==> src/rtl/bakraid_pkg.sv <==
// Shared types and constants for the Bakraid PCM fetch arbiter.
package bakraid_pkg;

    localparam int unsigned NPORTS     = 3;
    localparam int unsigned PCM_AW     = 22;
    localparam int unsigned TAG_W      = PCM_AW - 1;
    localparam logic [1:0]  GRANT_IDLE = 2'd3;

    typedef enum logic [1:0] {
        StIdle,
        StIssue,
        StWait
    } arb_state_t;

    // Port index reached by stepping k places round-robin from prio.
    function automatic logic [1:0] rr_index(input logic [1:0] prio, input int unsigned k);
        logic [2:0] s;
        s = {1'b0, prio} + 3'(k);
        return (s >= 3'd3) ? 2'(s - 3'd3) : s[1:0];
    endfunction

    // Successor of a port in round-robin order.
    function automatic logic [1:0] next_port(input logic [1:0] p);
        return (p == 2'd2) ? 2'd0 : p + 2'd1;
    endfunction

endpackage

==> src/rtl/bakraid_pcm_cache_line.sv <==
// One-word read cache for a single PCM fetch port: hit compare and byte select.
module bakraid_pcm_cache_line
    import bakraid_pkg::*;
(
    input  logic              i_clk,
    input  logic              i_rst,
    input  logic              i_cs,
    input  logic [PCM_AW-1:0] i_addr,
    input  logic              i_fill,
    input  logic [TAG_W-1:0]  i_fill_tag,
    input  logic [15:0]       i_fill_word,
    input  logic              i_inval,
    output logic              o_hit,
    output logic [7:0]        o_dout
);

    logic             r_valid;
    logic [TAG_W-1:0] r_tag;
    logic [15:0]      r_word;

    // Line state: invalidate wins over a same-cycle fill so ROM loads never cache stale data.
    always_ff @(posedge i_clk or posedge i_rst) begin
        if (i_rst) begin
            r_valid <= 1'b0;
            r_tag   <= '0;
            r_word  <= '0;
        end else begin
            if (i_inval) begin
                r_valid <= 1'b0;
            end else if (i_fill) begin
                r_valid <= 1'b1;
            end
            if (i_fill) begin
                r_tag  <= i_fill_tag;
                r_word <= i_fill_word;
            end
        end
    end

    // Hit and byte select, purely combinational from the stored line.
    always_comb begin
        o_hit  = i_cs && r_valid && (r_tag == i_addr[PCM_AW-1:1]);
        o_dout = i_addr[0] ? r_word[15:8] : r_word[7:0];
    end

endmodule

==> src/rtl/bakraid_pcm_arbiter.sv <==
// Shares one SDRAM read slot between the three YMZ280B PCM fetch ports.
module bakraid_pcm_arbiter
    import bakraid_pkg::*;
#(
    parameter logic [PCM_AW-1:0] BASE = 22'h000000
) (
    input  logic              CLK,
    input  logic              RESET,
    input  logic              DOWNLOADING,

    input  logic              PCM_CS,
    input  logic [PCM_AW-1:0] PCM_ADDR,
    output logic [7:0]        PCM_DOUT,
    output logic              PCM_OK,

    input  logic              PCM1_CS,
    input  logic [PCM_AW-1:0] PCM1_ADDR,
    output logic [7:0]        PCM1_DOUT,
    output logic              PCM1_OK,

    input  logic              PCM2_CS,
    input  logic [PCM_AW-1:0] PCM2_ADDR,
    output logic [7:0]        PCM2_DOUT,
    output logic              PCM2_OK,

    output logic [PCM_AW-1:0] MEM_ADDR,
    output logic              MEM_RD,
    input  logic              MEM_ACK,
    input  logic              MEM_RDY,
    input  logic [15:0]       MEM_DATA,

    output logic [1:0]        GRANT
);

    arb_state_t        r_state;
    logic [1:0]        r_g;
    logic [TAG_W-1:0]  r_tag_l;
    logic [PCM_AW-1:0] r_mem_addr;
    logic              r_mem_rd;
    logic [1:0]        r_prio;

    arb_state_t        w_state_nxt;
    logic [1:0]        w_g_nxt;
    logic [TAG_W-1:0]  w_tag_l_nxt;
    logic [PCM_AW-1:0] w_mem_addr_nxt;
    logic              w_mem_rd_nxt;
    logic [1:0]        w_prio_nxt;
    logic              w_fill;

    logic [NPORTS-1:0] w_cs;
    logic [PCM_AW-1:0] w_addr [NPORTS];
    logic [7:0]        w_dout [NPORTS];
    logic [NPORTS-1:0] w_hit;
    logic [NPORTS-1:0] w_miss;

    logic              w_pick_found;
    logic [1:0]        w_pick;
    logic [TAG_W-1:0]  w_pick_tag;

    // Gather the three ports into arrays so the caches can be generated.
    always_comb begin
        w_cs      = {PCM2_CS, PCM1_CS, PCM_CS};
        w_addr[0] = PCM_ADDR;
        w_addr[1] = PCM1_ADDR;
        w_addr[2] = PCM2_ADDR;
    end

    for (genvar i = 0; i < NPORTS; i++) begin : g_line
        bakraid_pcm_cache_line u_line (
            .i_clk       (CLK),
            .i_rst       (RESET),
            .i_cs        (w_cs[i]),
            .i_addr      (w_addr[i]),
            .i_fill      (w_fill && (r_g == 2'(i))),
            .i_fill_tag  (r_tag_l),
            .i_fill_word (MEM_DATA),
            .i_inval     (DOWNLOADING),
            .o_hit       (w_hit[i]),
            .o_dout      (w_dout[i])
        );
    end

    // Round-robin pick of the first missing port starting at prio.
    always_comb begin
        w_miss       = w_cs & ~w_hit;
        w_pick_found = 1'b0;
        w_pick       = 2'd0;
        for (int unsigned k = 0; k < NPORTS; k++) begin
            if (!w_pick_found && w_miss[rr_index(r_prio, k)]) begin
                w_pick_found = 1'b1;
                w_pick       = rr_index(r_prio, k);
            end
        end
        case (w_pick)
            2'd1:    w_pick_tag = w_addr[1][PCM_AW-1:1];
            2'd2:    w_pick_tag = w_addr[2][PCM_AW-1:1];
            default: w_pick_tag = w_addr[0][PCM_AW-1:1];
        endcase
    end

    // Next-state logic for the single-outstanding-request FSM.
    always_comb begin
        w_state_nxt    = r_state;
        w_g_nxt        = r_g;
        w_tag_l_nxt    = r_tag_l;
        w_mem_addr_nxt = r_mem_addr;
        w_mem_rd_nxt   = r_mem_rd;
        w_prio_nxt     = r_prio;
        w_fill         = 1'b0;
        unique case (r_state)
            StIdle: begin
                if (!DOWNLOADING && w_pick_found) begin
                    w_g_nxt        = w_pick;
                    w_tag_l_nxt    = w_pick_tag;
                    w_mem_addr_nxt = BASE + {1'b0, w_pick_tag};
                    w_mem_rd_nxt   = 1'b1;
                    w_state_nxt    = StIssue;
                end
            end
            StIssue: begin
                if (MEM_ACK) begin
                    w_mem_rd_nxt = 1'b0;
                    // Data may come back in the accept cycle; complete without visiting WAIT.
                    if (MEM_RDY) begin
                        w_fill      = 1'b1;
                        w_prio_nxt  = next_port(r_g);
                        w_state_nxt = StIdle;
                    end else begin
                        w_state_nxt = StWait;
                    end
                end
            end
            StWait: begin
                if (MEM_RDY) begin
                    w_fill      = 1'b1;
                    w_prio_nxt  = next_port(r_g);
                    w_state_nxt = StIdle;
                end
            end
            default: begin
                w_mem_rd_nxt = 1'b0;
                w_state_nxt  = StIdle;
            end
        endcase
    end

    // FSM and request registers.
    always_ff @(posedge CLK or posedge RESET) begin
        if (RESET) begin
            r_state    <= StIdle;
            r_g        <= 2'd0;
            r_tag_l    <= '0;
            r_mem_addr <= '0;
            r_mem_rd   <= 1'b0;
            r_prio     <= 2'd0;
        end else begin
            r_state    <= w_state_nxt;
            r_g        <= w_g_nxt;
            r_tag_l    <= w_tag_l_nxt;
            r_mem_addr <= w_mem_addr_nxt;
            r_mem_rd   <= w_mem_rd_nxt;
            r_prio     <= w_prio_nxt;
        end
    end

    // Output mapping.
    always_comb begin
        MEM_ADDR  = r_mem_addr;
        MEM_RD    = r_mem_rd;
        GRANT     = (r_state == StIdle) ? GRANT_IDLE : r_g;
        PCM_DOUT  = w_dout[0];
        PCM1_DOUT = w_dout[1];
        PCM2_DOUT = w_dout[2];
        PCM_OK    = w_hit[0];
        PCM1_OK   = w_hit[1];
        PCM2_OK   = w_hit[2];
    end

endmodule

==> config.mk <==
export PLATFORM = sky130hd
export DESIGN_NAME = bakraid_pcm_arbiter
export DESIGN_NICKNAME = d
export VERILOG_FILES = /design/src/rtl/bakraid_pkg.sv /design/src/rtl/bakraid_pcm_cache_line.sv /design/src/rtl/bakraid_pcm_arbiter.sv
export SDC_FILE = /design/constraint.sdc
export NUM_CORES = 1
export LEC_CHECK = 0
export ABC_AREA = 1
export BUFFER_PORTS_ARGS = -buffer_cell sky130_fd_sc_hd__buf_4
export CORE_MARGIN = 2
export CORE_UTILIZATION = 24
export CTS_CLUSTER_SIZE = 28
export DETAILED_ROUTE_END_ITERATION = 8
export PLACE_DENSITY = 0.43
export SLEW_MARGIN = 20
export SYNTH_ARGS = -nofsm -noshare
export SYNTH_HDL_FRONTEND = slang
export SYNTH_SLANG_ARGS = --single-unit
==> constraint.sdc <==
create_clock -name CLK -period 5.6 [get_ports CLK]
set_input_delay 0.28 -clock CLK [delete_from_list [all_inputs] [get_ports CLK]]
set_output_delay 0.28 -clock CLK [all_outputs]
set_load 0.02 [all_outputs]
* Word-level counts from Yosys, hierarchy flattened
Cells that the tools add are included.
Storage, ports and cells: register bits 142, bits of input ports 90, output and inout port bits 52, logic and storage cells 107
Cells by class: add/subtract/negate cells 6, $lt $le $gt $ge 6, equality and inequality tests 12, multiplexer cells 41, bitwise operators 3, reduce and logical (&&, ||, !) cells 25
Operators by type and width (count):
- equality test 21 bit | 3
- case mux 21 bit (2 select lines) | 1
- two-way mux 2 bit | 14
- two-way mux 8 bit | 3
- two-way mux 1 bit | 16
- logical AND 1 bit | 12
- < comparator 2 x 3 -> 1 bit, second input constant | 3
- nonzero test 2 bit | 4
- binary-select mux 1 bit (select 2 bit) | 3
- equality test 2 x 1 -> 1 bit, second input constant | 3
- equality test 2 bit, second input constant | 3
- >= comparator 3 x 2 -> 1 bit, second input constant | 2
- != test 2 bit, second input constant | 3
- case mux 2 bit (3 select lines) | 1
- AND reduction 3 bit | 2
- subtractor 2 bit, second input constant | 3
- zero test 2 bit | 2
- case mux 2 bit (2 select lines) | 1
- AND reduction 2 bit | 2
- adder 2 x 1 -> 3 bit, second input constant | 1
- adder 2 x 2 -> 3 bit, second input constant | 1
- AND 3 bit | 1
- zero test 1 bit | 3
- inverter 3 bit | 1
- other kinds (5) | 5

* Depth between registers and ports, before layout
Gate-level depths: netlist of the first run.
word-level depth 16, mapped depth 23, mapped depth without buffers 21

* Hierarchy
From an unflattened synthesis of the first run, not the netlist that was laid out.
Unflattened totals: cells, all modules 1020, area total of the unflattened synthesis 7639.8 um^2
Modules (own cells, without submodules):
- bakraid_pcm_cache_line | times used 3, cells an instance 266, area each 1889.3 um^2
- bakraid_pcm_arbiter | times used 1, cells an instance 222, area each 1971.9 um^2

* Worst setup path before layout of the first run
No wires, ideal clock.
kind register to register, start point reg g_line[1].u_line.r_tag[11], end point reg r_tag_l[0], setup time 0.119 ns, arrival 2.527 ns, required time 5.481 ns, setup slack 2.954 ns, stages on the path, launching flop included 23, path buffers 2, path through dfrtp_1 -> nand2_1 -> o21ai_0 -> nor2_1 -> nand2_1 -> nor2_1 -> nand3_2 -> nand3_2 -> nand2_1 -> nor2_2 -> and2_1 -> nand3_1 -> nand2_1 -> inv_1 -> ha_1 -> clkbuf_1 -> inv_1 -> clkbuf_1 -> o22ai_1 -> nand2_1 -> o21ai_0 -> nand2_2 -> o21ai_2
Between the ends: longest elaborated chain between the ends 15, elaborated cells on any way between the ends 25
Ends and longest elaborated chain:
- start: declaration | RTL line bakraid_pcm_cache_line.sv:18 | logic [TAG_W-1:0] r_tag;
- start signal: assignment | RTL line bakraid_pcm_cache_line.sv:34 | r_tag <= i_fill_tag;
- equality test 21 bit (*) | RTL line bakraid_pcm_cache_line.sv:42 | o_hit = i_cs && r_valid && (r_tag == i_addr[PCM_AW-1:1]);
- logical AND 1 bit (*) | RTL line bakraid_pcm_cache_line.sv:42
- inverter 3 bit (*) | RTL line bakraid_pcm_arbiter.sv:85 | w_miss = w_cs & ~w_hit;
- AND 3 bit (*) | RTL line bakraid_pcm_arbiter.sv:85
- binary-select mux 1 bit (select 2 bit) | RTL line bakraid_pcm_arbiter.sv:89 | if (!w_pick_found && w_miss[rr_index(r_prio, k)]) begin
- two-way mux 1 bit (not written as such) | RTL line bakraid_pcm_arbiter.sv:89
- two-way mux 1 bit | RTL line bakraid_pcm_arbiter.sv:89
- zero test 1 bit | RTL line bakraid_pcm_arbiter.sv:89
- logical AND 1 bit | RTL line bakraid_pcm_arbiter.sv:89
- two-way mux 1 bit | RTL line bakraid_pcm_arbiter.sv:89
- zero test 1 bit | RTL line bakraid_pcm_arbiter.sv:89
- logical AND 1 bit | RTL line bakraid_pcm_arbiter.sv:89
- two-way mux 2 bit (*) | RTL line bakraid_pcm_arbiter.sv:89
- via w_pick[1] | RTL line bakraid_pcm_arbiter.sv:57 | logic [1:0] w_pick;
- equality test 2 bit / equality test 2 x 1 -> 1 bit (equally long branches) | RTL line bakraid_pcm_arbiter.sv:94 | case (w_pick)
- case mux 21 bit (2 select lines) (*) | RTL line bakraid_pcm_arbiter.sv:94
- end signal: assignment | RTL line bakraid_pcm_arbiter.sv:159 | r_tag_l <= w_tag_l_nxt;
- end: declaration | RTL line bakraid_pcm_arbiter.sv:37 | logic [TAG_W-1:0] r_tag_l;
Mark *: on every way through the listed nets, which the timed path passes. The rest lies on a longest branch. The select of a mux whose other input is x is not followed. A chain may end at the register's enable or synchronous reset.

* Worst setup path in the final report of the first run
start point reg g_line[0].u_line.r_tag[4], end point reg r_tag_l[5]
Between the ends: longest elaborated chain between the ends 15, elaborated cells on any way between the ends 25
Ends and longest elaborated chain (RTL line):
- start: declaration | bakraid_pcm_cache_line.sv:18
- start signal: assignment | bakraid_pcm_cache_line.sv:34
- equality test 21 bit (*) | bakraid_pcm_cache_line.sv:42
- logical AND 1 bit (*) | bakraid_pcm_cache_line.sv:42
- inverter 3 bit (*) | bakraid_pcm_arbiter.sv:85
- AND 3 bit (*) | bakraid_pcm_arbiter.sv:85
- binary-select mux 1 bit (select 2 bit) | bakraid_pcm_arbiter.sv:89
- two-way mux 1 bit (not written as such) | bakraid_pcm_arbiter.sv:89
- two-way mux 1 bit | bakraid_pcm_arbiter.sv:89
- zero test 1 bit | bakraid_pcm_arbiter.sv:89
- logical AND 1 bit | bakraid_pcm_arbiter.sv:89
- two-way mux 1 bit | bakraid_pcm_arbiter.sv:89
- zero test 1 bit | bakraid_pcm_arbiter.sv:89
- logical AND 1 bit | bakraid_pcm_arbiter.sv:89
- two-way mux 2 bit (*) | bakraid_pcm_arbiter.sv:89
- via w_pick[0] | bakraid_pcm_arbiter.sv:57
- equality test 2 bit / equality test 2 x 1 -> 1 bit (equally long branches) | bakraid_pcm_arbiter.sv:94
- case mux 21 bit (2 select lines) (*) | bakraid_pcm_arbiter.sv:94
Marked as above.

==> qor.yml, run 1 <==
status:
  status: "completed"
drt:
  routed_wl_um: 24000
  avgViaCountPerCell: 4.24
  vias: 6429
  drt_pass1_iterations: 5
  wl_per_cell_um: 15.8
  post-route-drc-count: 0
  ant_nets: 0
  first_iter_violations: 430
worst_setup_path:
  required_ns: 5.94
  critPathMaxFanout: 12
  r2r_end: "r_tag_l[5]"
  crit_type: "flop to flop"
  regToRegSetupSlack_ns: 2.15
  cp-end-kind: "flop"
  rr_startpoint: "g_line[0].u_line.r_tag[4]"
  r2r_cells: 19
  start_kind: "flop"
  critPathArrivalTime_ns: 3.78
floorplanning:
  die_x_um: 181
  fp.dieH_um: 181
  dieArea_um2: 32700
  row_count: 64
  io-pin-count: 142
  initial_utilization_pct: 24.4
  core_um2: 30700
power:
  ir_drop_v: 0.000323
  power.total_mw: 5.09
  powerDensity_nw_per_um2: 534
  p_leak_nw: 4.82
placed_design:
  hpwl_um: 17300
  io_buffers: 140
  globalplace.congestion: 0.765
  dp_cells: 1484
cts:
  clock_latency_ns: 0.43
  path_clk_slew_ns: 0.06
  cts_buffer_depth: 2
  root_buffer: "clkbuf_16"
  cts_tree: "yes"
  cts_inserted_buffers: 17
  numClockSinks: 142
  post-cts-setup-buffers: 0
  cts_max_level: 4
timing:
  max_freq_ghz: 0.290
  tns_ns: 0
  hold_viol: 0
  min_period_over_period_pct: 61.5
  fin_skew_ns: 0.0194
  period_minus_slack_ns: 3.45
  finalMaxSlewViolations: 0
  slew_headroom_pct: 41.5
  finalSetupViolCount: 0
  rsz0062_at_grt: "false"
  tightestPinTransition_ns: 0.876
logic_synthesis:
  synth_top_family_by_area: "simple AND/OR/NAND/NOR gates"
  synth_fa_ha_area_share_pct: 1.17
  avgSynthCellArea_um2: 7.63
  synth_top_cells_by_area: "dfrtp_1 (47%), nand2_1 (16%), o21ai_0 (10%)"
  syn_nets: 1079
  synth.distinct_cells: 31
  syn_inst: 982
  synth_area_um2: 7490
  yosysSeqAreaShare_pct: 47.4
  synth_mux_area_share_pct: 3.61
  yosys_warnings: 0
  synth_compound_area_share_pct: 15.2
  synth_top_cell_area_share_pct: 47.4
  yosys_register_bits: 142
  synth_xor_area_share_pct: 1.05
  yosys.area.top_type: "dfrtp_1"
  synth-simple-area-share_pct: 21.3
worst_hold_path:
  min_path_type: "input port to flop"
  min_to: "g_line[2].u_line.r_valid"
  hp-start: "DOWNLOADING"
  hold_depth: 2
final_layout:
  instances_no_fill: 1518
  area_growth_pct: 27.1
  drive_gt1_share_pct: 21.9
  fillers: 3361
  finalNetCount: 1205
grt:
  grt_max_degree: 76
  grt_pass1_vias: 6620
  antenna_found_initial: 1
  top_usage_layer: "met2"
  grt.total_usage_pct: 15.0
  grt_pass1_wl_um: 37800
  grtUsageMet1_pct: 19.8
  use_met3_pct: 3.45
  met2_usage_pct: 25.1
  overflow: 0
job:
  maxCapViolCount: 0
==> worst max-delay path by stage <==
stage                                    from          to  slack, ns  cells after the start
floorplan                               RESET      MEM_RD       1.51                      1
global placement                  PCM_ADDR[5]  r_tag_l[5]       2.05                     21
detailed placement                PCM_ADDR[5]  r_tag_l[5]       2.03                     21
CTS                 g_line[0].u_line.r_tag[4]  r_tag_l[5]       2.05                     19
global route        g_line[0].u_line.r_tag[4]  r_tag_l[1]       1.77                     19
finish              g_line[0].u_line.r_tag[4]  r_tag_l[5]       2.15                     19
==> cells by family after synthesis <==
family                   after synthesis
AO/OA/AOI/OAI                        204
XOR/XNOR                               9
adder cells (fa/ha/maj)                7
buffers and inverters                194
flip-flops                           142
multiplexers                          24
other                                  1
AND/OR/NAND/NOR                      401
==> cells in the final DEF (no fill, tap or decap), types with 8 or more instances in the layout <==
cell type  instances
o22ai_1           13
clkbuf_16         17
nand2_1          318
o21ai_0          157
nand3_1           13
xor2_1             9
nor2_1            47
buf_4            146
dfrtp_1          142
inv_1            151
mux2_2            24
nand3_2            8
o21ai_2           21
==> synth_stat cells (all sizes together) <==
library cell  count
inv             153
o21a              1
nand4             2
nor2             49
a21oi             4
buf               8
nand2           325
mux2             24
and2              1
a22oi             1
xor2              9
conb              1
o211ai            1
or2               3
nand3            21
dfrtp           142
clkbuf           32
ha                7
clkinv            1
a21boi            1
o22ai            13
o21ai           183
==> per-stage QoR <==
step	hold WS, ns	utilization (%)	cell area [µm²]	worst slack (ns)
4_1_cts	0.0526	31.1	9520	2.05
3_3_place_gp	0.350	29.1	8920	2.05
6_report	0.0710	31.1	9530	2.15
2_1_floorplan	0.343	-	7490	1.51
5_1_grt	0.0632	31.1	9520	1.77
3_5_place_dp	0.349	29.1	8920	2.03
==> timing repair <==
| action | 4_1_cts | 5_1_grt |
|---|---|---|
| hold buffers | 1 | 0 |
| setup endpoints to repair | 0 | 0 |
| resized for setup | 0 | 0 |
| hold endpoints to repair | 46 | 0 |
==> power breakdown <==
group	total, mW	internal [mW]	switching (mW)	leakage (nW)
Sequential	1.66	1.42	0.244	1.88
Clock	1.17	0.677	0.494	0.281
Combinational	2.26	0.810	1.45	2.66
==> critical path, cell delays in order (launching register included) <==
cell and delay, ns:
dfrtp_1 0.40, nand2_1 0.08, nand3_1 0.14, nor2_1 0.13
nand2_1 0.05, nor2_1 0.16, nand3_1 0.18, nand3_2 0.11
nand2_2 0.07, a21oi_4 0.15, and2_1 0.16, nand3_1 0.06
nand2_1 0.12, ha_1 0.49, inv_1 0.39, o22ai_1 0.32
nand2_1 0.07, o21ai_0 0.11, nand2_2 0.08, o21ai_2 0.08
==> metal layers <==
layer / part of all wire [%] / up-vias / routed length (µm)
met3: 5.2 / 12 / 1240
met5: 0 / - / 0
met2: 47 / 139 / 11200
met1: 47 / 2960 / 11300
met4: 0.95 / 0 / 228
li1: - / 3318 / -
==> state kept, by name, indices dropped and copies added, names as in the netlist <==
| name | count |
|---|---|
| r_g | 2 |
| r_tag_l | 21 |
| g_line.u_line.r_valid | 3 |
| MEM_RD | 1 |
| g_line.u_line.r_tag | 63 |
| r_prio | 2 |
| g_line.u_line.r_word | 48 |
| r_state | 2 |
==> final cells by class <==
class                      instances  area [µm²]  share of cell area, %
inverter                         154         586                   6.15
tap                              396         495                   5.20
clock buffer                      19         443                   4.65
sequential                       142        3550                   37.3
clock inverter                    13         153                   1.60
antenna                            1        2.50                 0.0263
timing repair buffer             147        1110                   11.6
multi-input combinational        646        3190                   33.5
(Power assumes the default switching activity.)
==> inputs of run 2 (changes only) <==
- ABC_AREA: 1 -> 0
- PLACE_DENSITY: 0.43 -> 0.45
- clock period: 5.6 -> 3 ns (I/O delays scaled with it)
==> run 2 against run 1 <==
Effect of this change:
- the run now ends with setup timing left
- clock skew down 0.0090 ns
- count of clock-buffer cells in the layout decreased by 2
- non-clock buffer count up 51
- worst setup slack got worse by 2.2 ns
- area after synthesis decreased by 5.4%
- core utilization up 3.2 points
- combinational power rose by 81%
- die area shrank 5.3%
- critical endpoint is now r_tag_l[7]
- largest power group unchanged
==> qor.yml, run 2 <==
final_layout:
  mostFrequentLayoutCells: "buf_4 (172), dfrtp_1 (142), mux2_2 (117), xor2_1 (30), nand2_1 (29)"
  drive_gt1_share_pct: 51.8
  regMostFlops: "g_line.u_line.r_tag"
  instances_no_fill: 1144
  final_common_cell: "buf_4"
  finalNetCount: 842
  reg.largest.list: "g_line.u_line.r_tag (63), g_line.u_line.r_word (48), r_tag_l (21)"
  fillers: 2882
  area_growth_pct: 39.4
  largest_reg_flops: 63
  final_area_um2: 9880
grt:
  grt_pass1_wl_um: 33700
  overflow: 0
  grt_pass1_vias: 5492
  grt_max_degree: 60
  antenna_found_initial: 2
  grt.total_usage_pct: 14.6
status:
  violations: "setup timing"
  status: "finished, violations left"
timing:
  hold_viol: 0
  hold_slack_ns: 0.0832
  finalSetupViolCount: 21
  slew_headroom_pct: 46.6
  max_freq_ghz: 0.324
  fin_ws_ns: -0.0822
  min_period_over_period_pct: 103
  finalMaxSlewViolations: 0
  rsz0062_at_grt: "true"
  period_minus_slack_ns: 3.08
  fin_skew_ns: 0.0103
  tightestPinTransition_ns: 0.802
logic_synthesis:
  avgSynthCellArea_um2: 12.8
  syn_inst: 554
  syn_nets: 651
  yosys_register_bits: 142
  synth_async_sr_flop_share_pct: 100
  synth_top_cells_by_area: "dfrtp_1 (50%), mux2_2 (19%), mux2_4 (4.2%)"
  synth_flop_cell: "dfrtp_1"
  synth.distinct_cells: 44
  synth_top_cell_area_share_pct: 50.1
  yosys_warnings: 0
  synth_edf_count: 0
  yosysSeqAreaShare_pct: 50.1
  synth_area_um2: 7090
  yosys-top-cells-count: "dfrtp_1 (142), mux2_2 (117), xor2_1 (32), xnor2_1 (31), nand2_1 (30)"
  yosys.area.top_type: "dfrtp_1"
  yosysMostFrequentCell: "dfrtp_1"
floorplanning:
  initial_utilization_pct: 24.6
  dieArea_um2: 30900
  fp.dieH_um: 176
  io-pin-count: 142
  core_um2: 28900
  die_x_um: 176
  row_count: 62
cts:
  cts_max_level: 4
  cts_tree: "yes"
  path_clk_slew_ns: 0.07
  clock_latency_ns: 0.43
  cts_inserted_buffers: 17
  cts_buffer_depth: 2
  numClockSinks: 142
  root_buffer: "clkbuf_16"
placed_design:
  place_area_um2: 8840
  hpwl_um: 16400
  dp_cells: 1087
  globalplace.congestion: 0.827
  io_buffers: 140
worst_setup_path:
  cp-end-kind: "flop"
  crit_type: "flop to flop"
  critPathMaxFanout: 6
  required_ns: 3.31
  crit_path_start: "g_line[2].u_line.r_tag[3]"
  start_kind: "flop"
  rr_startpoint: "g_line[2].u_line.r_tag[3]"
  r2r_cells: 12
  regToRegSetupSlack_ns: -0.08
  r2r_end: "r_tag_l[7]"
  critPathArrivalTime_ns: 3.39
  cp-endpoint: "r_tag_l[7]"
power:
  ir_drop_v: 0.000421
  powerDensity_nw_per_um2: 956
  power.total_mw: 9.45
  p_leak_nw: 4.60
job:
  maxCapViolCount: 0
drt:
  routed_wl_um: 22200
  vias: 5117
  avgViaCountPerCell: 4.47
  drt_pass1_iterations: 5
  ant_nets: 0
  wl_per_cell_um: 19.4
  first_iter_violations: 243
  post-route-drc-count: 0
worst_hold_path:
  hold_depth: 4
  min_path_type: "input port to flop"
## run 2: logic make-up after synthesis
group / Yosys count / share of synthesized area, %
adders and majority gates: 7 / 1.24
AOI/OAI and AO/OA: 64 / 6.02
muxes: 159 / 26.3
xor gates and xnor gates: 63 / 7.78
DFF: 142 / 50.1
other: 1 / 0.0529
buffers and inverters: 37 / 2.47
and+or+nand+nor: 81 / 6.02
## run 2: area by class of cell
class	count	area [µm²]	area share, %
diodes	2	5.00	0.0506
repair buffers	198	1620	16.4
clock inverters	15	171	1.73
multi-input cells	375	3590	36.3
inverters	11	45.0	0.456
flip-flops and latches	142	3550	35.9
clock buffers	17	425	4.30
well taps	384	480	4.86
## run 2: timing repair
| action | 4_1_cts | 5_1_grt |
|---|---|---|
| cloned | 0 | 1 |
| gates resized for setup | 29 | 26 |
| endpoints found under the hold margin | 65 | 0 |
| hold buffers | 19 | 0 |
| setup buffers | 2 | 1 |
| setup endpoints to repair | 21 | 21 |
| pin swaps | 3 | 11 |
## run 2: metal layers
metal	track usage, %	wire, µm	vias up
met2	22.9	10600	103
met4	4.37	324	0
met3	3.12	811	18
met1	20.1	10500	2636
li1	-	-	2360
met5	0	0	-
## run 2: power by group
part	leakage [nW]	switching (mW)	total (mW)	internal [mW]
clock	0.297	0.977	2.17	1.19
combinational	2.44	1.99	4.09	2.11
sequential	1.86	0.563	3.19	2.63
total	4.60	3.53	9.45	5.93
## run 2: worst max-delay path, stage by stage (launching register included)
cell,delay (ns)
dfrtp_1,0.40
xor2_2,0.16
or4_4,0.50
or4_4,0.44
o21ai_4,0.19
a21oi_2,0.08
nor3_2,0.19
inv_1,0.10
ha_4,0.19
buf_4,0.17
a22oi_1,0.18
o21ai_0,0.09
mux2_4,0.26
## run 2: per-stage QoR
step	TNS, ns	setup WS [ns]	utilization [%]
detailed placement	-5.75	-0.306	30.6
global placement	-6.28	-0.333	30.6
CTS	-0.980	-0.0677	33.8
global route	-3.68	-0.217	34.3
floorplan	-0.672	-0.0386	-
finish	-0.927	-0.0822	34.3
## run 2: worst min path at each step
| stage | from | slack (ns) | end |
|---|---|---|---|
| 3_5_place_dp | RESET | 0.15 | g_line[2].u_line.r_word[11] |
| 6_report | PCM_ADDR[16] | 0.08 | r_tag_l[15] |
| 2_1_floorplan | DOWNLOADING | 0.22 | g_line[0].u_line.r_valid |
| 3_3_place_gp | RESET | 0.15 | g_line[2].u_line.r_word[11] |
| 5_1_grt | PCM_ADDR[16] | 0.08 | r_tag_l[15] |
| 4_1_cts | PCM_ADDR[14] | 0.06 | r_tag_l[13] |
